`src/rtl/clock_div_multi.sv`:
```
// ---------------------------------------------------------------------------
// clock_div_multi
//   Multi-channel programmable clock divider. Each channel produces a 50 %
//   duty square wave with a run-time half-period, plus a one-cycle tick on
//   every rising edge of its output. Divisor changes and disables only take
//   effect when the output falls, so outputs never glitch. A sync request
//   phase-aligns every channel.
//
// Ports
//   clock_in    system clock, rising edge
//   reset       asynchronous, active-high
//   enable      per-channel run enable (level)
//   sync_pulse  one-cycle request to phase-align all channels
//   cfg_valid   divisor write request
//   cfg_chan    target channel of the write
//   cfg_half    new half-period in clock_in cycles
//   cfg_ready   write can be accepted this cycle
//   cfg_err     one-cycle pulse after a rejected write
//   clock_out   divided clocks (registered)
//   tick_out    one-cycle strobe with each clock_out rise (registered)
// ---------------------------------------------------------------------------
module clock_div_multi #(
  parameter int WIDTH        = 16,
  parameter int CHANNELS     = 2,
  parameter int DEFAULT_HALF = 6000,
  localparam int CW          = (CHANNELS > 1) ? $clog2(CHANNELS) : 1
) (
  input  logic                clock_in,
  input  logic                reset,
  input  logic [CHANNELS-1:0] enable,
  input  logic                sync_pulse,
  input  logic                cfg_valid,
  input  logic [CW-1:0]       cfg_chan,
  input  logic [WIDTH-1:0]    cfg_half,
  output logic                cfg_ready,
  output logic                cfg_err,
  output logic [CHANNELS-1:0] clock_out,
  output logic [CHANNELS-1:0] tick_out
);

  typedef enum logic [1:0] {IDLE, RUN, STOPPING} state_e;

  logic [CHANNELS-1:0] pend_v_all;
  logic                chan_ok_d;
  logic                bad_d;
  logic                accept_d;
  logic                sync_q;
  logic                err_q;

  // Config decode. An out-of-range channel reports ready so the request is
  // taken and flagged as an error instead of stalling the writer forever.
  assign chan_ok_d = (32'(cfg_chan) < 32'(CHANNELS));
  assign cfg_ready = chan_ok_d ? !pend_v_all[cfg_chan] : 1'b1;
  assign bad_d     = cfg_valid && ((cfg_half == '0) || !chan_ok_d);
  assign accept_d  = cfg_valid && !bad_d && cfg_ready;
  assign cfg_err   = err_q;

  // Sync is registered, so a pulse sampled at edge s realigns at edge s+1.
  always_ff @(posedge clock_in or posedge reset) begin
    if (reset) begin
      sync_q <= 1'b0;
      err_q  <= 1'b0;
    end else begin
      sync_q <= sync_pulse;
      err_q  <= bad_d;
    end
  end

  for (genvar c = 0; c < CHANNELS; c++) begin : g_ch
    state_e           state_q;
    logic [WIDTH-1:0] cnt_q;
    logic [WIDTH-1:0] half_q;
    logic [WIDTH-1:0] pend_q;
    logic             pend_v_q;
    logic             clk_q;
    logic             tick_q;
    logic             wrap_d;
    logic             acc_d;

    assign wrap_d        = (cnt_q == half_q - WIDTH'(1));
    assign acc_d         = accept_d && (cfg_chan == CW'(c));
    assign pend_v_all[c] = pend_v_q;
    assign clock_out[c]  = clk_q;
    assign tick_out[c]   = tick_q;

    // Pending divisor payload; qualified by pend_v_q so it needs no reset.
    always_ff @(posedge clock_in) begin
      if (acc_d) pend_q <= cfg_half;
    end

    always_ff @(posedge clock_in or posedge reset) begin
      if (reset) begin
        state_q  <= IDLE;
        cnt_q    <= '0;
        half_q   <= WIDTH'(DEFAULT_HALF);
        pend_v_q <= 1'b0;
        clk_q    <= 1'b0;
        tick_q   <= 1'b0;
      end else begin
        tick_q <= 1'b0;
        // An accept only happens with pend_v_q clear, so it never collides
        // with a pending-apply below.
        if (acc_d) pend_v_q <= 1'b1;

        if (sync_q) begin
          cnt_q <= '0;
          clk_q <= 1'b0;
          if (pend_v_q) begin
            half_q   <= pend_q;
            pend_v_q <= 1'b0;
          end
          if (state_q == STOPPING) state_q <= IDLE;
        end else if (state_q == IDLE) begin
          cnt_q <= '0;
          clk_q <= 1'b0;
          if (pend_v_q) begin
            half_q   <= pend_q;
            pend_v_q <= 1'b0;
          end
          if (enable[c]) state_q <= RUN;
        end else if ((state_q == RUN) && !enable[c] && !clk_q) begin
          // Already low: nothing to finish, stop straight away.
          state_q <= IDLE;
          cnt_q   <= '0;
        end else begin
          // RUN and STOPPING count identically; re-enable resumes in phase.
          state_q <= enable[c] ? RUN : STOPPING;
          if (wrap_d) begin
            cnt_q <= '0;
            clk_q <= !clk_q;
            if (!clk_q) begin
              tick_q <= 1'b1;
            end else begin
              // Falling edge is the period boundary.
              if (pend_v_q) begin
                half_q   <= pend_q;
                pend_v_q <= 1'b0;
              end
              if (!enable[c]) state_q <= IDLE;
            end
          end else begin
            cnt_q <= cnt_q + WIDTH'(1);
          end
        end
      end
    end
  end

endmodule
```
`config.mk`:
```
export PLATFORM = sky130hd
export DESIGN_NAME = clock_div_multi
export DESIGN_NICKNAME = d
export VERILOG_FILES = /design/src/rtl/clock_div_multi.sv
export SDC_FILE = /design/constraint.sdc
export NUM_CORES = 1
export LEC_CHECK = 0
export CORE_UTILIZATION = 54
export CTS_CLUSTER_SIZE = 16
export DETAILED_ROUTE_END_ITERATION = 10
export PLACE_DENSITY = 0.81
export SLEW_MARGIN = 20
export SYNTH_ARGS = -nofsm -noshare
export SYNTH_HDL_FRONTEND = slang
export SYNTH_SLANG_ARGS = --single-unit
```
`constraint.sdc`:
```
create_clock -name clock_in -period 3.4 [get_ports clock_in]
set_input_delay 0.34 -clock clock_in [delete_from_list [all_inputs] [get_ports clock_in]]
set_output_delay 0.34 -clock clock_in [all_outputs]
set_load 0.02 [all_outputs]
```
==> metrics.md <==
| Metric | Value |
|---|---|
| Setup violators final | 0 |
| CP Max Fanout | 16 |
| Post-Syn Area | around 5500 sq um |
| Die width | between 100 and 150 microns |
| Synth top cells by count | dfrtp_1, nor2_1, xnor2_1, edfxtp_1 |
| Layout area overhead | 11.71% |
| Critical path class | flip-flop to flip-flop |
| Initial Util | 0.5604 |
| CTS H-tree lvls | 3 |
| Slew @ Worst Pin | around 0.95 ns |
| EDFF count, synth | 32 |
| Reg2reg start | g_ch[1].half_q[0]$_DFFE_PP0P_ |
| Synth area leaders | dfrtp_1, edfxtp_1, dfstp_2, xnor2_1, mux2_2 |
| Largest net degree at the start of global routing | 54 |
| Kind of end point of the critical path | flip-flop |
| Syn nets | 513 |
| RSZ-0062 raised after global routing | false |
| Pwr per Cell Area | about 500 nW/um^2 |
| Routability congestion estimate from global placement | ~0.9 |
| CTS Root Cell | clkbuf_8 |
| Min cycle time layout | around 3.3 ns |
| Ys flop type | dfrtp_1 |
| Final hold vios | 0 |
| DRT Pass-1 Iters | 5 |
| DR vias/cell | 5.850 |
| Part of the cycle the worst path needs | 0.9610 |
| FILL cells | roughly 800 |
| Leak Pwr | approximately 2.4 nW |
| Critical hold path startpoint | sync_pulse |
| Clock buffer count from CTS | 9 |
| R2R depth | 10 |
| Worst vdd ir | just over 300 uV |
| Layout Skew | around 0.0073 ns |
| TritonCTS clock tree | done |
| Routed wire per std cell | approximately 17 microns |
| Layout cells sized above 1 | 0.1724 |
| Max-cap viol count | 0 |
| Slew margin rel. | 0.3681 |
| Final nets | 544 |
| Worst reg2reg endpoint | g_ch[1].half_q[1]$_DFFE_PP0P_ |
| Synth unique cells | 68 |
| # DRC | 0 |
| Initial drt markers | about 270 |
| Crit path DAT | approximately 3.5 ns |
| Dpl hpwl | 7.799 mm |
| Avg Inst Size Synth | between 10 and 15 sq um |
| Hold depth | 1 |
| Critical Path Start | g_ch[1].half_q[0]$_DFFE_PP0P_ |
| Vias post-DR | approximately 3800 |
| Clock transition at path regs | about 0.090 ns |
| Die Y | ~100 microns |
| Clk buf depth | 2 |
| Postcts setup bufs | 0 |
| Synth top area share | 0.2819 |
| #FFs+latches synth | ~110 |
| Clock sinks | between 100 and 150 |
| Antenna Violating Nets Remaining | 0 |
| Fin cells | roughly 660 |
| Slew Limit Fails | 0 |
| Placed Cells | approximately 640 |
| WP data required | ~3.7 ns |
| Sequential element share of the synthesized area | 0.5234 |
| Leading area contributor after synthesis | dfrtp_1 |
| HP Class | primary input to flip-flop |
| Gr ovfl total | 0 |
| First-pass GRT wire length | between 15 and 20 mm |
| # diodes | 0 |
| CP Launch Type | flip-flop |
| Ports | 29 |
| Max Fclk | 0.3061 GHz |
| Critical Path End | g_ch[1].half_q[1]$_DFFE_PP0P_ |
| Final Total Pwr | roughly 3.1 mW |
| Core area | 9819 sq um |
| Initial antenna violation count | 0 |
| Vias in the first global route | 3658 |
| Total track usage | 0.2200 |
| Status | finished clean |
| Cell Rows | 36 |
| Synth async-reset ratio | 0.7037 |
| Post-place setup slack | -0.03314 ns |
| Most frequent cell after synthesis | dfrtp_1 |
| Syn Inst Count | about 490 |
| PnR worst setup slack | 0.1326 ns |
| Syn. warnings | 0 |
| Routed WL | about 11 mm |
| I/O Buffers | 28 |
| Die area | between 10000 and 15000 sq um |
| Setup TNS Final | 0 ns |
| Clock Latency Late Sink | between 0.3 and 0.4 ns |
| R2R setup slack | about 0.13 ns |
| Hold Slack | roughly 0.42 ns |
[power breakdown]
part	switching, mW	internal, mW	total, mW
Sequential	0.181	1.50	1.68
Clock	0.418	0.337	0.756
Combinational	0.316	0.340	0.657
[cell usage in the layout (no fill, tap or decap), drive strengths merged, types with 4 or more instances in the layout]
cell           netlist  final
a211o                4      4
xor2                30     30
nand2               30     30
clkdlybuf4s50        0     28
inv                 14     13
nand2b               7      7
nand3               23     23
buf                  9     11
dfrtp               62     62
clkbuf              10      9
xnor2               35     35
edfxtp              32     32
nor2                55     55
dfstp               14     14
nor3                11     11
ha                   4      4
a21oi                4      4
o311ai               5      5
nor2b                4      4
clkinv               0      6
and3                10     10
mux2                35     35
o21ai                9      9
nor4                15     15
or4                  6      6
[worst max-delay path, cell delays in order, from the launching register on]
cell and delay (ns):
dfrtp_1 0.43, inv_1 0.07, ha_1 0.23, or4b_1 0.51, buf_4 0.19, a211o_1 0.23
a2111oi_0 0.36, and4_1 0.30, nand4_2 0.16, a21bo_4 0.35, mux2_4 0.33
[logic make-up (layout without fill, tap and decap cells)]
family / after synthesis / after routing / share of synthesized area
fa+ha+maj: 4 / 4 / 0.009095
flops: 108 / 108 / 0.5234
xor+xnor: 65 / 65 / 0.1035
compound gates: 55 / 55 / 0.07799
buf+inv: 33 / 69 / 0.03024
simple gates: 183 / 183 / 0.1719
mux: 38 / 38 / 0.08390
[per-layer routing]
metal | vias to the layer above | part of all wire | track usage
met5 | - | 0 | 0
met4 | 0 | 0.017 | 0.09426
met3 | 17 | 0.050 | 0.03525
met2 | 109 | 0.47 | 0.3426
met1 | 1892 | 0.46 | 0.3076
li1 | 1814 | - | -
[sequential cells by signal, summed over array words and instances (netlist names)]
name	cells
sync_q	1
g_ch.pend_v_q	2
cfg_err	1
g_ch.half_q	32
g_ch.state_q	4
g_ch.tick_q	2
g_ch.pend_q	32
g_ch.cnt_q	32
g_ch.clk_q	2
[stage by stage]
stage | utilization | area, sq um
floorplan | - | 5503
global placement | 0.6050 | 5941
detailed placement | 0.6050 | 5941
CTS | 0.6245 | 6132
global route | 0.6260 | 6147
finish | 0.6260 | 6147
[area by class of cell]
type                    count  area [sq um]  area share
clock inverters             7         67.56     0.01099
inverters                  14         53.80    0.008752
multi-input cells         345          2480      0.4034
well taps                 133         166.4     0.02707
clock buffers               9         123.9     0.02015
flip-flops and latches    108          2880      0.4686
repair buffers             39         375.4     0.06106
[what timing repair did]
item	CTS	global route
setup endpoints to repair	16	33
hold buffers	0	0
gates resized for setup	1	3
[worst min path at each step]
stage / endpoint / slack, ns
after CTS: sync_q$_DFF_PP0_ / 0.40
final: sync_q$_DFF_PP0_ / 0.42
after global routing: sync_q$_DFF_PP0_ / 0.41
after detailed placement: g_ch[0].half_q[2]$_DFFE_PP0P_ / 0.46
after floorplan: sync_q$_DFF_PP0_ / 0.37
after global placement: g_ch[0].half_q[5]$_DFFE_PP1P_ / 0.46
Power figures use the tool's default switching activity.
